File: src/rtl/if_id_queue_if.sv
// Fetch-to-decode queue bus: fetch push handshake, decode pop handshake, flush and occupancy.
interface if_id_queue_if #(
  parameter int unsigned DEPTH = 4
);
  localparam int unsigned CW = $clog2(DEPTH) + 1;

  logic          in_valid;
  logic [31:0]   in_instr;
  logic [31:0]   in_pc;
  logic          in_pred_taken;
  logic          in_ready;
  logic          flush;
  logic          out_valid;
  logic [31:0]   out_instr;
  logic [31:0]   out_pc;
  logic          out_pred_taken;
  logic          out_ready;
  logic [CW-1:0] count;

  modport master (
    output in_valid, in_instr, in_pc, in_pred_taken, flush, out_ready,
    input  in_ready, out_valid, out_instr, out_pc, out_pred_taken, count
  );

  modport slave (
    input  in_valid, in_instr, in_pc, in_pred_taken, flush, out_ready,
    output in_ready, out_valid, out_instr, out_pc, out_pred_taken, count
  );
endinterface

File: src/rtl/if_id_queue.sv
// IF/ID instruction queue: in-order FIFO of {pc, instr, pred_taken} between fetch and decode,
// back-pressuring fetch when full and discarding every wrong-path entry on flush.
module if_id_queue #(
  parameter int unsigned DEPTH = 4,
  parameter logic [31:0] NOP   = 32'h0000_0013
) (
  input logic          clk,
  input logic          rst,
  if_id_queue_if.slave q
);
  localparam int unsigned AW = $clog2(DEPTH);
  localparam int unsigned CW = AW + 1;

  typedef struct packed {
    logic [31:0] pc;
    logic [31:0] instr;
    logic        pred_taken;
  } entry_t;

  entry_t        mem_q [DEPTH];
  logic [AW-1:0] wr_ptr_q, wr_ptr_d;
  logic [AW-1:0] rd_ptr_q, rd_ptr_d;
  logic [CW-1:0] count_q, count_d;

  logic   full_c, empty_c, push_c, pop_c;
  entry_t wr_entry_c, head_c;

  // Handshake qualification; flush suppresses both sides, full blocks push even with a pop.
  always_comb begin
    full_c     = (count_q == CW'(DEPTH));
    empty_c    = (count_q == '0);
    push_c     = q.in_valid && !full_c && !q.flush;
    pop_c      = !empty_c && q.out_ready && !q.flush;
    wr_entry_c = '{pc: q.in_pc, instr: q.in_instr, pred_taken: q.in_pred_taken};
  end

  // Pointer and occupancy update; pointers wrap naturally since DEPTH is a power of two.
  always_comb begin
    wr_ptr_d = wr_ptr_q;
    rd_ptr_d = rd_ptr_q;
    count_d  = count_q;
    if (q.flush) begin
      count_d  = '0;
      rd_ptr_d = wr_ptr_q;
    end else begin
      if (push_c) wr_ptr_d = wr_ptr_q + AW'(1);
      if (pop_c)  rd_ptr_d = rd_ptr_q + AW'(1);
      case ({push_c, pop_c})
        2'b10:   count_d = count_q + CW'(1);
        2'b01:   count_d = count_q - CW'(1);
        default: count_d = count_q;
      endcase
    end
  end

  always_ff @(posedge clk or negedge rst) begin
    if (!rst) begin
      wr_ptr_q <= '0;
      rd_ptr_q <= '0;
      count_q  <= '0;
    end else begin
      wr_ptr_q <= wr_ptr_d;
      rd_ptr_q <= rd_ptr_d;
      count_q  <= count_d;
    end
  end

  // Payload storage is intentionally not reset; validity comes from count alone.
  always_ff @(posedge clk) begin
    if (push_c) mem_q[wr_ptr_q] <= wr_entry_c;
  end

  assign head_c           = mem_q[rd_ptr_q];
  assign q.in_ready       = !full_c;
  assign q.out_valid      = !empty_c;
  assign q.out_instr      = empty_c ? NOP   : head_c.instr;
  assign q.out_pc         = empty_c ? 32'h0 : head_c.pc;
  assign q.out_pred_taken = empty_c ? 1'b0  : head_c.pred_taken;
  assign q.count          = count_q;
endmodule
File: src/flat_wrapper.sv
// flat-port wrapper written by rule: the top's interface ports become plain ports
module if_id_queue_flat 
#(
  parameter int unsigned DEPTH = 4,
  parameter logic [31:0] NOP   = 32'h0000_0013
)
  (clk, rst, q_in_valid, q_in_instr, q_in_pc, q_in_pred_taken, q_flush, q_out_ready, q_in_ready, q_out_valid, q_out_instr, q_out_pc, q_out_pred_taken, q_count);
  if_id_queue_if #(.DEPTH(DEPTH)) q_i ();
  input logic clk;
  input logic rst;
  input wire logic [$bits(q_i.in_valid)-1:0] q_in_valid;
  input wire logic [$bits(q_i.in_instr)-1:0] q_in_instr;
  input wire logic [$bits(q_i.in_pc)-1:0] q_in_pc;
  input wire logic [$bits(q_i.in_pred_taken)-1:0] q_in_pred_taken;
  input wire logic [$bits(q_i.flush)-1:0] q_flush;
  input wire logic [$bits(q_i.out_ready)-1:0] q_out_ready;
  output wire logic [$bits(q_i.in_ready)-1:0] q_in_ready;
  output wire logic [$bits(q_i.out_valid)-1:0] q_out_valid;
  output wire logic [$bits(q_i.out_instr)-1:0] q_out_instr;
  output wire logic [$bits(q_i.out_pc)-1:0] q_out_pc;
  output wire logic [$bits(q_i.out_pred_taken)-1:0] q_out_pred_taken;
  output wire logic [$bits(q_i.count)-1:0] q_count;
  assign q_i.in_valid = q_in_valid;
  assign q_i.in_instr = q_in_instr;
  assign q_i.in_pc = q_in_pc;
  assign q_i.in_pred_taken = q_in_pred_taken;
  assign q_i.flush = q_flush;
  assign q_i.out_ready = q_out_ready;
  assign q_in_ready = q_i.in_ready;
  assign q_out_valid = q_i.out_valid;
  assign q_out_instr = q_i.out_instr;
  assign q_out_pc = q_i.out_pc;
  assign q_out_pred_taken = q_i.out_pred_taken;
  assign q_count = q_i.count;
  if_id_queue #(.DEPTH(DEPTH), .NOP(NOP)) u_core (.clk(clk), .rst(rst), .q(q_i));
endmodule
File: config.mk
export PLATFORM = sky130hd
export DESIGN_NAME = if_id_queue_flat
export DESIGN_NICKNAME = d
export VERILOG_FILES = /design/src/rtl/if_id_queue_if.sv /design/src/rtl/if_id_queue.sv /design/src/flat_wrapper.sv
export SDC_FILE = /design/constraint.sdc
export NUM_CORES = 1
export LEC_CHECK = 0
export BUFFER_PORTS_ARGS = -buffer_cell sky130_fd_sc_hd__buf_4
export CORE_MARGIN = 1.5
export CORE_UTILIZATION = 41
export CTS_BUF_LIST = sky130_fd_sc_hd__clkbuf_16
export CTS_CLUSTER_DIAMETER = 120
export DETAILED_ROUTE_END_ITERATION = 8
export PLACE_DENSITY = 0.6
export SYNTH_ARGS = -nofsm -noshare
export SYNTH_HDL_FRONTEND = slang
export SYNTH_SLANG_ARGS = --single-unit
export TNS_END_PERCENT = 30
File: constraint.sdc
create_clock -name clk -period 8.65 [get_ports clk]
set_input_delay 0.4325 -clock clk [delete_from_list [all_inputs] [get_ports clk]]
set_output_delay 0.4325 -clock clk [all_outputs]
set_load 0.05 [all_outputs]
==> metrics.md <==
| Metric | Value |
|---|---|
| Status | `complete, no violations` |
| Final period utilization | `41.3%` |
| NetSw | `0.00115 W` |
| Post-Place Worst Slack | `5.50 ns` |
| Layout Nets | `691` |
| DRC violations left | `0` |
| Worst R2R Start | `u_core.q.count[0]` |
| Fillcell total | `2095` |
| Post-cts gate resize count | `0` |
| Reg2reg path depth | `3` |
| Yosys reg bits | `267` |
| Chip width | `162 um` |
| Kind of critical path | `flop to output pin` |
| Pin count of the biggest net entering global routing | `between 60 and 70` |
| R2r setup slk | `~6.0 ns` |
| Post-synth design cell area | `10400 um^2` |
| Initial antenna violation count | `0` |
| Area added between synthesis and finish | `20.7%` |
| Min Hold Slack | `0.103 ns` |
| Vias | `4949` |
| Crit path max fanout | `38` |
| RR Endpoint | `u_core.mem_q[0][63]` |
| Mapped Cells | `473` |
| Full die area | `26300 um^2` |
| TritonCTS clock tree | `built` |
| Rows | `between 50 and 60` |
| Avg Vias per Cell | `~5.1` |
| Clock sinks | `267` |
| Clock root buffer master | `clkbuf_16` |
| Max Cap Viol | `0` |
| Ys flop type | `edfxtp_1` |
| Power Density | `303 nW/um^2` |
| Pre-Repair DR Iteration Count | `4` |
| FMAX | `280 MHz` |
| Syn Nets | `548` |
| Routability cong. | `0.695` |
| Starting density of the core | `between 40% and 50%` |
| Clock Skews | `about 0.012 ns` |
| Worst Hold Path EP | `u_core.mem_q[2][52]` |
| Finished Layout Cells | `about 970` |
| Int Power | `0.00265 W` |
| EDFF count, synth | `260` |
| CP arrival | `3.14 ns` |
| Multi-input logic area | `2200 um^2` |
| Final WL | `19800 um` |
| Sequential share of power | `between 40 and 50%` |
| Worst-Skew Late Latency | `0.53 ns` |
| Setup_tns | `0 ns` |
| Combinational share of power | `25.6%` |
| Seq/Total Area, Yosys | `between 70% and 80%` |
| Worst hold-check path type | `input pin to flop` |
| Final hold violations | `0` |
| Min cycle time layout | `3.58 ns` |
| YS warnings | `0` |
| Syn avg cell area | `22.0 um^2` |
| Vias in the first global route | `5403` |
| Ports | `140` |
| Leak Pwr | `4.30 nW` |
| Post-DRT Antenna Nets | `0` |
| Die height | `between 150 and 200 um` |
| Final Worst Setup Slack | `5.07 ns` |
| Setup crit end kind | `output pin` |
| Worst-Margin Slew | `1.07 ns` |
| First-pass GRT wire length | `30600 um` |
| Hold wc startpoint | `q_in_pc[19]` |
| CTS Buffer Depth | `3` |
| DP HPWL | `10800 um` |
| Port bufs | `139` |
| Distinct cells, synth | `35` |
| Drt first-iter violations | `246` |
| Register area | `about 8000 um^2` |
| Slew headroom | `28.3%` |
| Cts bufs inserted | `27` |
| Switching Fraction | `30.2%` |
| CP Launch Type | `flop` |
| RSZ-0062 raised after global routing | `false` |
| Ys async rst share | `~2.6%` |
| Peak VDD IR | `131 uV` |
| Setup-failing EPs final | `0` |
| Tot GR Track Use | `15.3%` |
| DR WL/cell | `20.5 um` |
| Share of post-route cells with drive strength above 1 | `39.8%` |
| Reg clk slew, reported paths | `0.06 ns` |
| Dpl cells | `916` |
| # H-tree levels | `1` |
| Clk pwr share | `29.4%` |
| Core Box Area | `between 20000 and 30000 um^2` |
| Hold Path Cell Cnt | `1` |
| Gr ovfl total | `0` |
| N_diodes | `0` |
| CP required | `8.22 ns` |
| Final Max Slew Viols | `0` |
## power by group through the flow
| stage | registers (W) | clock network [W] | logic, W |
|---|---|---|---|
| final | 0.00171 | 0.00112 | 0.000972 |
| after global routing | 0.00173 | 0.00120 | 0.00103 |
| after CTS | 0.00172 | 0.00115 | 0.000994 |
| after detailed placement | 0.00174 | 0 | 0.000992 |
| after global placement | 0.00173 | 0 | 0.000985 |
| after floorplan | 0.00162 | 0 | 0.000847 |
## per-layer routing
metal / vias to the layer above / wire length [um] / track usage (%)
met5: - / 0 / 0
met2: 133 / 9840 / 25.8
met1: 2587 / 8400 / 20.7
li1: 2200 / - / -
met3: 29 / 1160 / 2.86
met4: 0 / 367 / 3.84
## logic make-up (layout without fill, tap and decap cells)
kind of cell    count (synthesis)  after routing  share of synthesized area, %
flops                         267            267                          76.9
compound gates                 13             13                         0.880
mux                            67             67                          14.3
fa+ha+maj                       5              5                         0.675
xor+xnor                        4              4                         0.337
simple gates                   85             85                          4.89
buf+inv                        32            195                          2.05
## synthesized netlist by cell type (2+ instances only)
cell type / instances / area [um^2]
edfxtp_1: 260 / 7810
and2_1: 66 / 413
mux4_2: 65 / 1460
clkbuf_1: 11 / 41.3
buf_2: 7 / 35.0
dfrtp_1: 7 / 175
inv_1: 5 / 18.8
nand2_1: 5 / 18.8
buf_12: 4 / 80.1
ha_1: 4 / 50.1
buf_4: 3 / 22.5
nor2_1: 3 / 11.3
or2_1: 3 / 18.8
a21oi_1: 2 / 10.0
nand2b_1: 2 / 12.5
nand3_1: 2 / 10.0
nor3_1: 2 / 10.0
o2111ai_1: 2 / 17.5
o21ai_0: 2 / 10.0
xnor2_1: 2 / 17.5
xor2_1: 2 / 17.5
## cell type report
type / instances / share of cell area, %
clock inverter: 22 / 1.45
sequential: 267 / 63.7
clock buffer: 27 / 5.39
timing repair buffer: 141 / 8.46
multi-input combinational: 174 / 17.5
tap: 330 / 3.29
inverter: 5 / 0.150
## timing repair
action / in CTS / in global routing
setup buffers: 0 / 0
hold buffers: 1 / 0
endpoints found under the hold margin: 7 / 0
## cell usage in the layout, fill, tap and decap left out, types with 2 or more instances in the layout
master        n
a21oi_1       2
and2_1       62
and2_4        4
buf_4       140
bufinv_16     3
clkbuf_16    27
clkinv_1      6
clkinv_2      6
clkinvlp_4    2
dfrtp_1       5
dfrtp_4       2
edfxtp_1    260
ha_1          4
inv_1         8
mux4_2       65
nand2_1       5
nand2b_1      2
nand3_1       2
nor2_1        3
nor3_1        2
o2111ai_1     2
o21ai_0       2
or2_1         3
xnor2_1       2
xor2_1        2
## registers in the layout, summed over array words and instances (netlist names)
name	count
u_core.mem_q	260
u_core.q.count	3
u_core.rd_ptr_q	2
u_core.wr_ptr_q	2
## stage by stage
stage               utilization (%)  cell area, um^2  total power [W]
finish                         50.1            12500          0.00380
global route                   50.1            12500          0.00396
CTS                            50.1            12500          0.00386
detailed placement             46.6            11700          0.00274
global placement               46.6            11700          0.00272
floorplan                         -            10400          0.00247
## critical path: stages, from the launching register on
cell	delay [ns]
dfrtp_4	0.95
buf_4	0.65
mux4_2	0.58
and2_1	0.19
buf_4	0.19
## worst max-delay path by stage
| stage | cells after the start | slack, ns | from | endpoint |
|---|---|---|---|---|
| 5_1_grt | 4 | 4.81 | u_core.rd_ptr_q[0] | q_out_pc[23] |
| 6_report | 4 | 5.07 | u_core.rd_ptr_q[0] | q_out_pc[20] |
| 3_3_place_gp | 4 | 5.50 | u_core.rd_ptr_q[0] | q_out_pc[20] |
| 4_1_cts | 4 | 4.93 | u_core.rd_ptr_q[0] | q_out_pc[20] |
| 3_5_place_dp | 4 | 5.50 | u_core.rd_ptr_q[0] | q_out_pc[20] |
| 2_1_floorplan | 4 | 5.28 | u_core.q.count[1] | u_core.mem_q[0][0] |
No activity file was read; power rests on OpenSTA's default activity.
